$ cat config.mk
export PLATFORM = sky130hd
export DESIGN_NAME = mux21_arb
export DESIGN_NICKNAME = d
export VERILOG_FILES = /design/src/rtl/mux_pkg.sv /design/src/rtl/mux21_sw.sv /design/src/rtl/mux21_arb.sv
export SDC_FILE = /design/constraint.sdc
export NUM_CORES = 1
export LEC_CHECK = 0
export ABC_CLOCK_PERIOD_IN_PS = 5300
export CAP_MARGIN = 20
export CELL_PAD_IN_SITES_DETAIL_PLACEMENT = 0
export CELL_PAD_IN_SITES_GLOBAL_PLACEMENT = 1
export CORE_MARGIN = 2
export CORE_UTILIZATION = 39
export DETAILED_ROUTE_END_ITERATION = 10
export PLACE_DENSITY_LB_ADDON = 0.3
export SYNTH_ARGS = -nofsm -noshare
export SYNTH_HDL_FRONTEND = slang
export SYNTH_HIERARCHICAL = 1
export SYNTH_SLANG_ARGS = --single-unit
$ cat constraint.sdc
create_clock -name clk -period 5.3 [get_ports clk]
set_input_delay 1.06 -clock clk [delete_from_list [all_inputs] [get_ports clk]]
set_output_delay 1.06 -clock clk [all_outputs]
set_load 0.01 [all_outputs]
$ cat src/rtl/mux_pkg.sv
// Shared encodings for the 2-1 mux arbiter: FSM state codes and mux select values.
package mux_pkg;

    typedef enum logic [1:0] {
        ST_IDLE = 2'b00,
        ST_OWN1 = 2'b01,
        ST_OWN2 = 2'b10
    } state_t;

    localparam logic SEL_IN1 = 1'b0;
    localparam logic SEL_IN2 = 1'b1;

endpackage

$ cat src/rtl/mux21_sw.sv
// 1-bit 2-1 multiplexer datapath: ctrl=0 passes in1, ctrl=1 passes in2.
module mux21_sw (
    input  logic in1,
    input  logic in2,
    input  logic ctrl,
    output logic out
);

    assign out = ctrl ? in2 : in1;

endmodule

$ cat src/rtl/mux21_arb.sv
// Two-requester round-robin arbiter owning the select of a shared mux21_sw.
// Ownership is bounded by MAX_HOLD cycles whenever the other side is waiting.
module mux21_arb #(
    parameter int MAX_HOLD = 4,
    parameter int CNT_W    = 4
) (
    input  logic clk,
    input  logic rst,
    input  logic req1,
    input  logic req2,
    input  logic in1,
    input  logic in2,
    output logic gnt1,
    output logic gnt2,
    output logic ctrl,
    output logic out,
    output logic busy
);
    import mux_pkg::*;

    localparam logic [CNT_W-1:0] HOLD_MAX = CNT_W'(MAX_HOLD - 1);

    state_t           state_q, state_d;
    logic [CNT_W-1:0] hold_q,  hold_d;
    logic             last_q,  last_d;
    logic             ctrl_q,  ctrl_d;
    logic             gnt1_q,  gnt1_d;
    logic             gnt2_q,  gnt2_d;

    always_comb begin
        state_d = state_q;
        hold_d  = '0;
        last_d  = last_q;
        ctrl_d  = ctrl_q;

        case (state_q)
            ST_IDLE: begin
                // On contention, last_q=1 means source 2 owned last, so source 1 wins.
                if (req1 && req2)
                    state_d = last_q ? ST_OWN1 : ST_OWN2;
                else if (req1)
                    state_d = ST_OWN1;
                else if (req2)
                    state_d = ST_OWN2;
            end
            ST_OWN1: begin
                if (!req1)
                    state_d = req2 ? ST_OWN2 : ST_IDLE;
                else if (req2 && hold_q == HOLD_MAX)
                    state_d = ST_OWN2;
            end
            ST_OWN2: begin
                if (!req2)
                    state_d = req1 ? ST_OWN1 : ST_IDLE;
                else if (req1 && hold_q == HOLD_MAX)
                    state_d = ST_OWN1;
            end
            default: state_d = ST_IDLE;
        endcase

        if (state_d != ST_IDLE && state_d == state_q)
            hold_d = (hold_q == HOLD_MAX) ? hold_q : hold_q + CNT_W'(1);

        // In IDLE the select is left alone so out does not glitch on release.
        if (state_d == ST_OWN1) begin
            last_d = 1'b0;
            ctrl_d = SEL_IN1;
        end else if (state_d == ST_OWN2) begin
            last_d = 1'b1;
            ctrl_d = SEL_IN2;
        end

        gnt1_d = (state_d == ST_OWN1);
        gnt2_d = (state_d == ST_OWN2);
    end

    always_ff @(posedge clk) begin
        if (rst) begin
            state_q <= ST_IDLE;
            hold_q  <= '0;
            last_q  <= 1'b1;
            ctrl_q  <= SEL_IN1;
            gnt1_q  <= 1'b0;
            gnt2_q  <= 1'b0;
        end else begin
            state_q <= state_d;
            hold_q  <= hold_d;
            last_q  <= last_d;
            ctrl_q  <= ctrl_d;
            gnt1_q  <= gnt1_d;
            gnt2_q  <= gnt2_d;
        end
    end

    assign gnt1 = gnt1_q;
    assign gnt2 = gnt2_q;
    assign ctrl = ctrl_q;
    assign busy = gnt1_q | gnt2_q;

    mux21_sw u_mux (
        .in1  (in1),
        .in2  (in2),
        .ctrl (ctrl_q),
        .out  (out)
    );

endmodule

# Word-level counts from Yosys, hierarchy flattened
# Cells that the tools add are included.
# Widths: inputs -> output; s select.
[word_totals]
reg_bits = 10
word_cells = 38
in_bits = 6
output_inout_bits = 5
[op_classes]
addsub = 1
n_eq_ne = 6
muxes = 14
n_reduce_logical = 9
bitwise = 2
[ops]
columns = ["cell", "n"]
rows = [
  ["$mux 2", 9],
  ["$pmux 2 s3", 1],
  ["$add 4x1->4 const B", 1],
  ["$eq 2x1->1 const B", 2],
  ["$eq 2x2->1 const B", 2],
  ["$eq 4x2->1 const B", 1],
  ["$logic_and 1x1->1", 4],
  ["$mux 1", 4],
  ["$reduce_bool 2->1", 2],
  ["$reduce_or 2->1", 2],
  ["$eq 2x2->1", 1],
  ["$logic_not 2->1", 1],
  ["$not 1->1", 1],
  ["$or 1x1->1", 1],
]

# Longest topological paths before layout
# Gate-level depths: netlist of run 1.
[logic_depth]
word_depth = 9
depth_mapped = 9
ltp_nobuf = 9

# Cells and area by module
# The synthesis of run 1 kept the hierarchy.
[by_module_without_submodules]
columns = ["mod", "area_each_um2", "seq_area_each_um2", "n_inst", "cells_each"]
rows = [
  ["mux21_arb", 554.3, 200.2, 1, 59],
  ["mux21_sw", 15.0, 0.0, 1, 1],
]

# Worst setup path before layout of run 1
# Ideal clock, no wire load.
[synth_timing]
path_type = "input -> output"
from = "in in1"
to = "out out"
path_buffers = 0
required_time_ns = 4.240
slack_ns = 2.911
stages = 1
t_arrival_ns = 1.329
cell_sequence = "mux2_4"
[synth_between]
elab_chain_cells = 1
[synth_lines]
columns = ["item", "line_no", "text"]
rows = [
  ["start, declared", "mux21_arb.sv:11", "input logic in1,"],
  ["$mux 1", "mux21_sw.sv:9", "assign out = ctrl ? in2 : in1;"],
  ["end, declared", "mux21_arb.sv:16", "output logic out,"],
]
# Every way passes these cells.

# Worst setup path in the final report of run 1
# Ends and elaborated chain as after synthesis.

==> metrics.md, run 1 <==
| Metric | Value |
|---|---|
| Crit-path max FO | `1` |
| Synth Register Bits | `10` |
| Crit end category | `primary output` |
| Routed len/inst | `12.0 um` |
| Ant. Diodes | `0` |
| Psw | `0.0492 mW` |
| # rows | `13` |
| Fin crit period | `3.26 ns` |
| Fmax | `307 MHz` |
| Area Growth Syn to Fin | `26.4%` |
| Reg clk slew, reported paths | `0.07 ns` |
| Die area | `~0.0018 mm^2` |
| Setup CP Type | `in -> out` |
| NumNets Final | `84` |
| Hpwl dp | `801 um` |
| Internal | `0.141 mW` |
| Post-synth top area cell | `dfxtp_1` |
| Final TNS setup | `0 ns` |
| Die H | `42.2 um` |
| CP most frequent cell | `clkdlybuf4s50_1` |
| Status | `finished clean` |
| Pwr dens | `264 mW/mm^2` |
| Drt drc | `0` |
| Initial Util | `0.427` |
| TritonCTS Buffers | `3` |
| Global-route usage over all layers | `0.147` |
| Pin count of the biggest net entering global routing | `11` |
| First-pass GRT wire length | `1880 um` |
| Crit path max-delay family | `buffers and inverters` |
| Initial DRC count | `4` |
| Part of the power in registers | `0.443` |
| Syn Inst Count | `60` |
| ANT nets after route | `0` |
| DIE WIDTH | `~42 um` |
| Synth area leaders | `dfxtp_1 (35%), ha_1 (8.8%), nand2b_1 (4.4%), o211ai_2 (4.4%), nor2_1 (4.0%)` |
| Clock group share of total power | `0.373` |
| Unique cell type count in the Yosys netlist | `27` |
| HP Class | `reg -> reg` |
| Post-synth ARST share | `0` |
| CP max stage cell | `clkdlybuf4s50_1` |
| Port bufs | `10` |
| Final standard cell area without fillers | `719 um^2` |
| Sequential element share of the synthesized area | `0.352` |
| Core region area | `0.00133 mm^2` |
| CP arrival | `2.20 ns` |
| Initial antenna violation count | `0` |
| Peak supply drop | `0.176 mV` |
| Final Setup Violations | `0` |
| Fin crit share | `0.614` |
| Reg2Reg Depth | `7` |
| H-tree Lvls | `1` |
| CTS Hold Buffers Added | `0` |
| Resized cells post-CTS | `0` |
| CP cell instances | `clkdlybuf4s50_1 -> mux2_4 -> clkdlybuf4s50_1` |
| Fin. max-slew vios | `0` |
| Synthesized area | `569 um^2` |
| Vias in the first global route | `440` |
| CTS tree | `built` |
| Crit path depth | `3` |
| Leakage | `0.290 nW` |
| Hold path depth | `2` |
| Fill cell instance count of the final layout | `around 150` |
| Clock sinks | `10` |
| Post-synth top area share | `0.352` |
| Sw frac | `0.259` |
| Share of layout cells above drive strength 1 | `0.178` |
| Max-Cap Viols | `0` |
| Gr ovfl total | `0` |
| Final Hold Violating Endpoints | `0` |
| Vias | `459` |
| Clock latency on the worst-skew pair | `0.27 ns` |
| # IOs | `11` |
| Combinational Power Share | `0.184` |
| Worst setup SP type | `primary input` |
| Most used DFF post-synth | `dfxtp_1` |
| GP Congestion | `between 0.7 and 0.8` |
| Skew final | `roughly 0.00081 ns` |
| Synth warnings | `6` |
| Biggest cell delay along the critical path | `0.48 ns` |
| Post-DP Area | `683 um^2` |
| CTS root buffer | `clkbuf_4` |
| Syn Nets | `70` |
| Post-synth EDFFs | `0` |
| Unrepaired setup endpoints after global routing | `false` |
| # Post-CTS Setup Buffers | `0` |
| Maximum clock path buffer count | `2` |
| Buffers & Inverters on Critical Path | `2` |
| CP required | `4.24 ns` |
| Relative slew slack | `0.746` |
| DR pass1 iterations | `2` |
| Avg Cell Area, Syn | `roughly 9.5 um^2` |
| Final WL | `1050 um` |
| Worst-Margin Slew | `0.376 ns` |
| Vias/cell | `5.22` |
power by group through the flow:
stage	sequential, mW	combinational (mW)	clock [mW]
3_5_place_dp	0.0858	0.0354	0
6_report	0.0841	0.0349	0.0707
3_3_place_gp	0.0859	0.0344	0
2_1_floorplan	0.0845	0.0216	0
5_1_grt	0.0849	0.0393	0.0778
4_1_cts	0.0841	0.0355	0.0738
worst paths after layout:
check	start	end	slack, ns
max	in1	out	2.04
min	ctrl	ctrl	0.53
max reg2reg	hold_q[0]	hold_q[1]	3.36
min reg2reg	ctrl	ctrl	0.53
registers in the layout (all words and copies together) (netlist names):
signal,count
last_q,1
gnt2,1
gnt1,1
ctrl,1
state_q,2
hold_q,4
per-stage QoR:
stage          hold WS [ns]  setup slack, ns  total power [mW]  utilization  std cells
6_report              0.532             2.04             0.190        0.539         88
5_1_grt               0.579             2.01             0.202        0.539         88
4_1_cts               0.535             2.04             0.193        0.539         88
3_5_place_dp          0.522             2.04             0.121        0.512         84
3_3_place_gp          0.509             2.05             0.120        0.512         84
2_1_floorplan         0.491             2.91             0.106            -         60
cell usage in the layout (no fill, tap or decap), drive strengths merged:
cell type and instances:
dfxtp 10, inv 3, clkbuf 4, nor2 6, a32oi 1, nor4bb 1
o21ai 4, ha 4, or2 1, o31a 1, nor3 1, nand3b 1
nor3b 1, nand4 1, xor2 2, o311a 1, mux2i 1, nand2 5
a211o 1, mux2 1, clkdlybuf4s50 10, a211oi 1, nor2b 3, o211ai 2
nand3 2, a21oi 1, nand2b 4
area by class of cell:
cell class,count,area [um^2],share of cell area
multi-input cells,46,353,0.490
flip-flops and latches,10,200,0.278
repair buffers,10,100,0.139
clock buffers,4,36.3,0.0504
well taps,15,18.8,0.0261
inverters,3,11.3,0.0157
cell families after synthesis:
family | count (synthesis) | share of synthesized area
AND/OR/NAND/NOR | 26 | 0.273
multiplexers | 2 | 0.0439
buffers and inverters | 4 | 0.0286
adder cells (fa/ha/maj) | 4 | 0.0879
XOR/XNOR | 2 | 0.0308
AO/OA/AOI/OAI | 12 | 0.185
flip-flops | 10 | 0.352
per-layer routing:
metal	vias up	GRT usage	part of all wire
li1	243	-	-
met4	0	0.0938	0.022
met3	3	0.0905	0.043
met2	5	0.215	0.48
met5	-	0	0
met1	208	0.157	0.46
cells in the mapped netlist (2+ instances only):
| library cell | number |
|---|---|
| nand2_1 | 5 |
| o21ai_1 | 2 |
| nand2b_1 | 4 |
| inv_1 | 3 |
| ha_1 | 4 |
| o21ai_0 | 2 |
| o211ai_2 | 2 |
| nor2_1 | 6 |
| nand3_1 | 2 |
| xor2_1 | 2 |
| nor2b_1 | 3 |
| dfxtp_1 | 10 |
worst min-delay path: stages, from the launching register on:
cell and delay, ns:
dfxtp_1 0.33, nor2_1 0.11, nor3_1 0.05
Note: power is estimated with default switching activity, not from simulation.
==> run 2, diff against run 1 <==
Settings changed: ABC_CLOCK_PERIOD_IN_PS 5300 to 2900, CORE_UTILIZATION 39 to 33.
Clock period 5.3 ns to 2.9 ns, I/O delays scaled along.
==> run 2 against run 1 <==
Net effect: first-iteration DRC count stayed put; non-clock buffer count stayed put; die area is 16% higher; wire length is 5.9% lower; core utilization is 11 points lower; largest power group unchanged.
==> metrics.md, run 2 (synthesis gave the netlist of run 1 again) <==
| Metric | Value |
|---|---|
| Hold path depth | `2` |
| TritonCTS Buffers | `3` |
| First-pass GRT wire length | `around 1700 um` |
| Vias/cell | `5.02` |
| # rows | `15` |
| Met3 WL | `around 55 um` |
| Max-Cap Viols | `0` |
| Unrepaired setup endpoints after global routing | `false` |
| Final Power | `around 0.35 mW` |
| Gr ovfl total | `0` |
| # IOs | `11` |
| Global-route usage over all layers | `0.121` |
| Part of the power in registers | `0.444` |
| Resized cells post-CTS | `0` |
| Met1 WL | `between 400 and 500 um` |
| Final Setup Violations | `0` |
| Biggest register | `hold_q` |
| HP Class | `reg -> reg` |
| Post-DP Area | `686 um^2` |
| Final Hold Violating Endpoints | `0` |
| GP Congestion | `0.727` |
| Reg2Reg Depth | `7` |
| Setup CP Type | `in -> out` |
| Placed Cells | `86` |
| Combinational Power Share | `0.184` |
| Drt drc | `0` |
| DIE WIDTH | `~46 um` |
| Leakage | `0.290 nW` |
| Sw frac | `0.257` |
| NumNets Final | `84` |
| CP required | `around 2.3 ns` |
| Pre-CTS setup slack | `0.500 ns` |
| Initial antenna violation count | `0` |
| Fill cell instance count of the final layout | `between 150 and 200` |
| Hpwl dp | `787 um` |
| WHS | `0.532 ns` |
| Peak supply drop | `0.224 mV` |
| CTS tree | `built` |
| R2R Setup Slk | `0.97 ns` |
| Vias in the first global route | `386` |
| Vias | `about 450` |
| Area Growth Syn to Fin | `26.8%` |
| Final standard cell area without fillers | `722 um^2` |
| Share of layout cells above drive strength 1 | `0.178` |
| Top routing layer in use | `met4` |
| Fin. max-slew vios | `0` |
| Clock sinks | `10` |
| Worst hold endpoint | `ctrl` |
| Reg clk slew, reported paths | `~0.070 ns` |
| Initial DRC count | `4` |
| Fin crit period | `2.30 ns` |
| H-tree Lvls | `1` |
| Die area | `0.00207 mm^2` |
| Skew final | `0.00353 ns` |
| Final TNS setup | `0 ns` |
| Fmax | `434 MHz` |
| Maximum clock path buffer count | `2` |
| Hold path start | `ctrl` |
| ANT nets after route | `0` |
| Routed len/inst | `11.0 um` |
| # Post-CTS Setup Buffers | `0` |
| DR pass1 iterations | `3` |
| CTS Hold Buffers Added | `0` |
| Crit end category | `primary output` |
| Pin count of the biggest net entering global routing | `11` |
| Final worst setup slack | `a little under 0.6 ns` |
| Port bufs | `10` |
| Core region area | `roughly 0.0017 mm^2` |
| CTS root buffer | `clkbuf_4` |
| Relative slew slack | `0.755` |
| Largest regs | `hold_q (4), state_q (2)` |
| Critical R2R Capture | `hold_q[2]` |
| Worst setup SP type | `primary input` |
| Metal2 WL | `485 um` |
| Most frequent cells in the layout | `dfxtp_1 (10), clkdlybuf4s50_1 (10), nor2_1 (6)` |
| Worst-Margin Slew | `around 0.36 ns` |
| Psw | `around 0.09 mW` |
| Die H | `45.5 um` |
| Ant. Diodes | `0` |
| Final core utilization | `0.432` |
| Status | `finished clean` |
| Clock group share of total power | `0.372` |
| Internal | `about 0.26 mW` |
| Crit-path max FO | `1` |
| Initial Util | `0.341` |
| Fin crit share | `0.794` |
| Final WL | `990 um` |
| Clock latency on the worst-skew pair | `0.27 ns` |
| Pwr dens | `478 mW/mm^2` |
| Max reg flops | `4` |
| Worst r2r src | `hold_q[0]` |
| CP arrival | `1.72 ns` |
| Non-Filler Instances | `90` |
run 2: cell counts in the layout (fill, tap and decap cells not counted):
No cell type changed its count.
run 2: how the worst max path moves through the flow:
stage	start	end	depth (start not counted)
6_report	in1	out	3
5_1_grt	in1	out	3
4_1_cts	in1	out	3
2_1_floorplan	hold_q[0]	hold_q[2]	7
3_3_place_gp	req1	last_q	7
3_5_place_dp	req1	last_q	7
run 2: final cells by class:
| cell class | instances | area (um^2) | share of cell area |
|---|---|---|---|
| Sequential cell | 10 | 200 | 0.277 |
| Tap cell | 17 | 21.3 | 0.0295 |
| Timing Repair Buffer | 10 | 100 | 0.139 |
| Inverter | 3 | 11.3 | 0.0156 |
| Clock buffer | 4 | 36.3 | 0.0503 |
| Multi-Input combinational cell | 46 | 353 | 0.489 |
run 2: critical path, cell delays in order:
cell             delay, ns
clkdlybuf4s50_1       0.40
mux2_4                0.26
clkdlybuf4s50_1       0.48
run 2: layer usage:
layer | up-vias | GRT usage
met3 | 2 | 0.0833
li1 | 238 | -
met5 | - | 0
met2 | 8 | 0.166
met4 | 0 | 0.0706
met1 | 204 | 0.135
run 2: power groups by stage:
| stage | Combinational [mW] | Sequential [mW] | Clock [mW] |
|---|---|---|---|
| after floorplan | 0.0396 | 0.155 | 0 |
| after global placement | 0.0630 | 0.157 | 0 |
| after detailed placement | 0.0644 | 0.157 | 0 |
| after CTS | 0.0647 | 0.153 | 0.131 |
| after global routing | 0.0711 | 0.155 | 0.141 |
| final | 0.0635 | 0.153 | 0.128 |
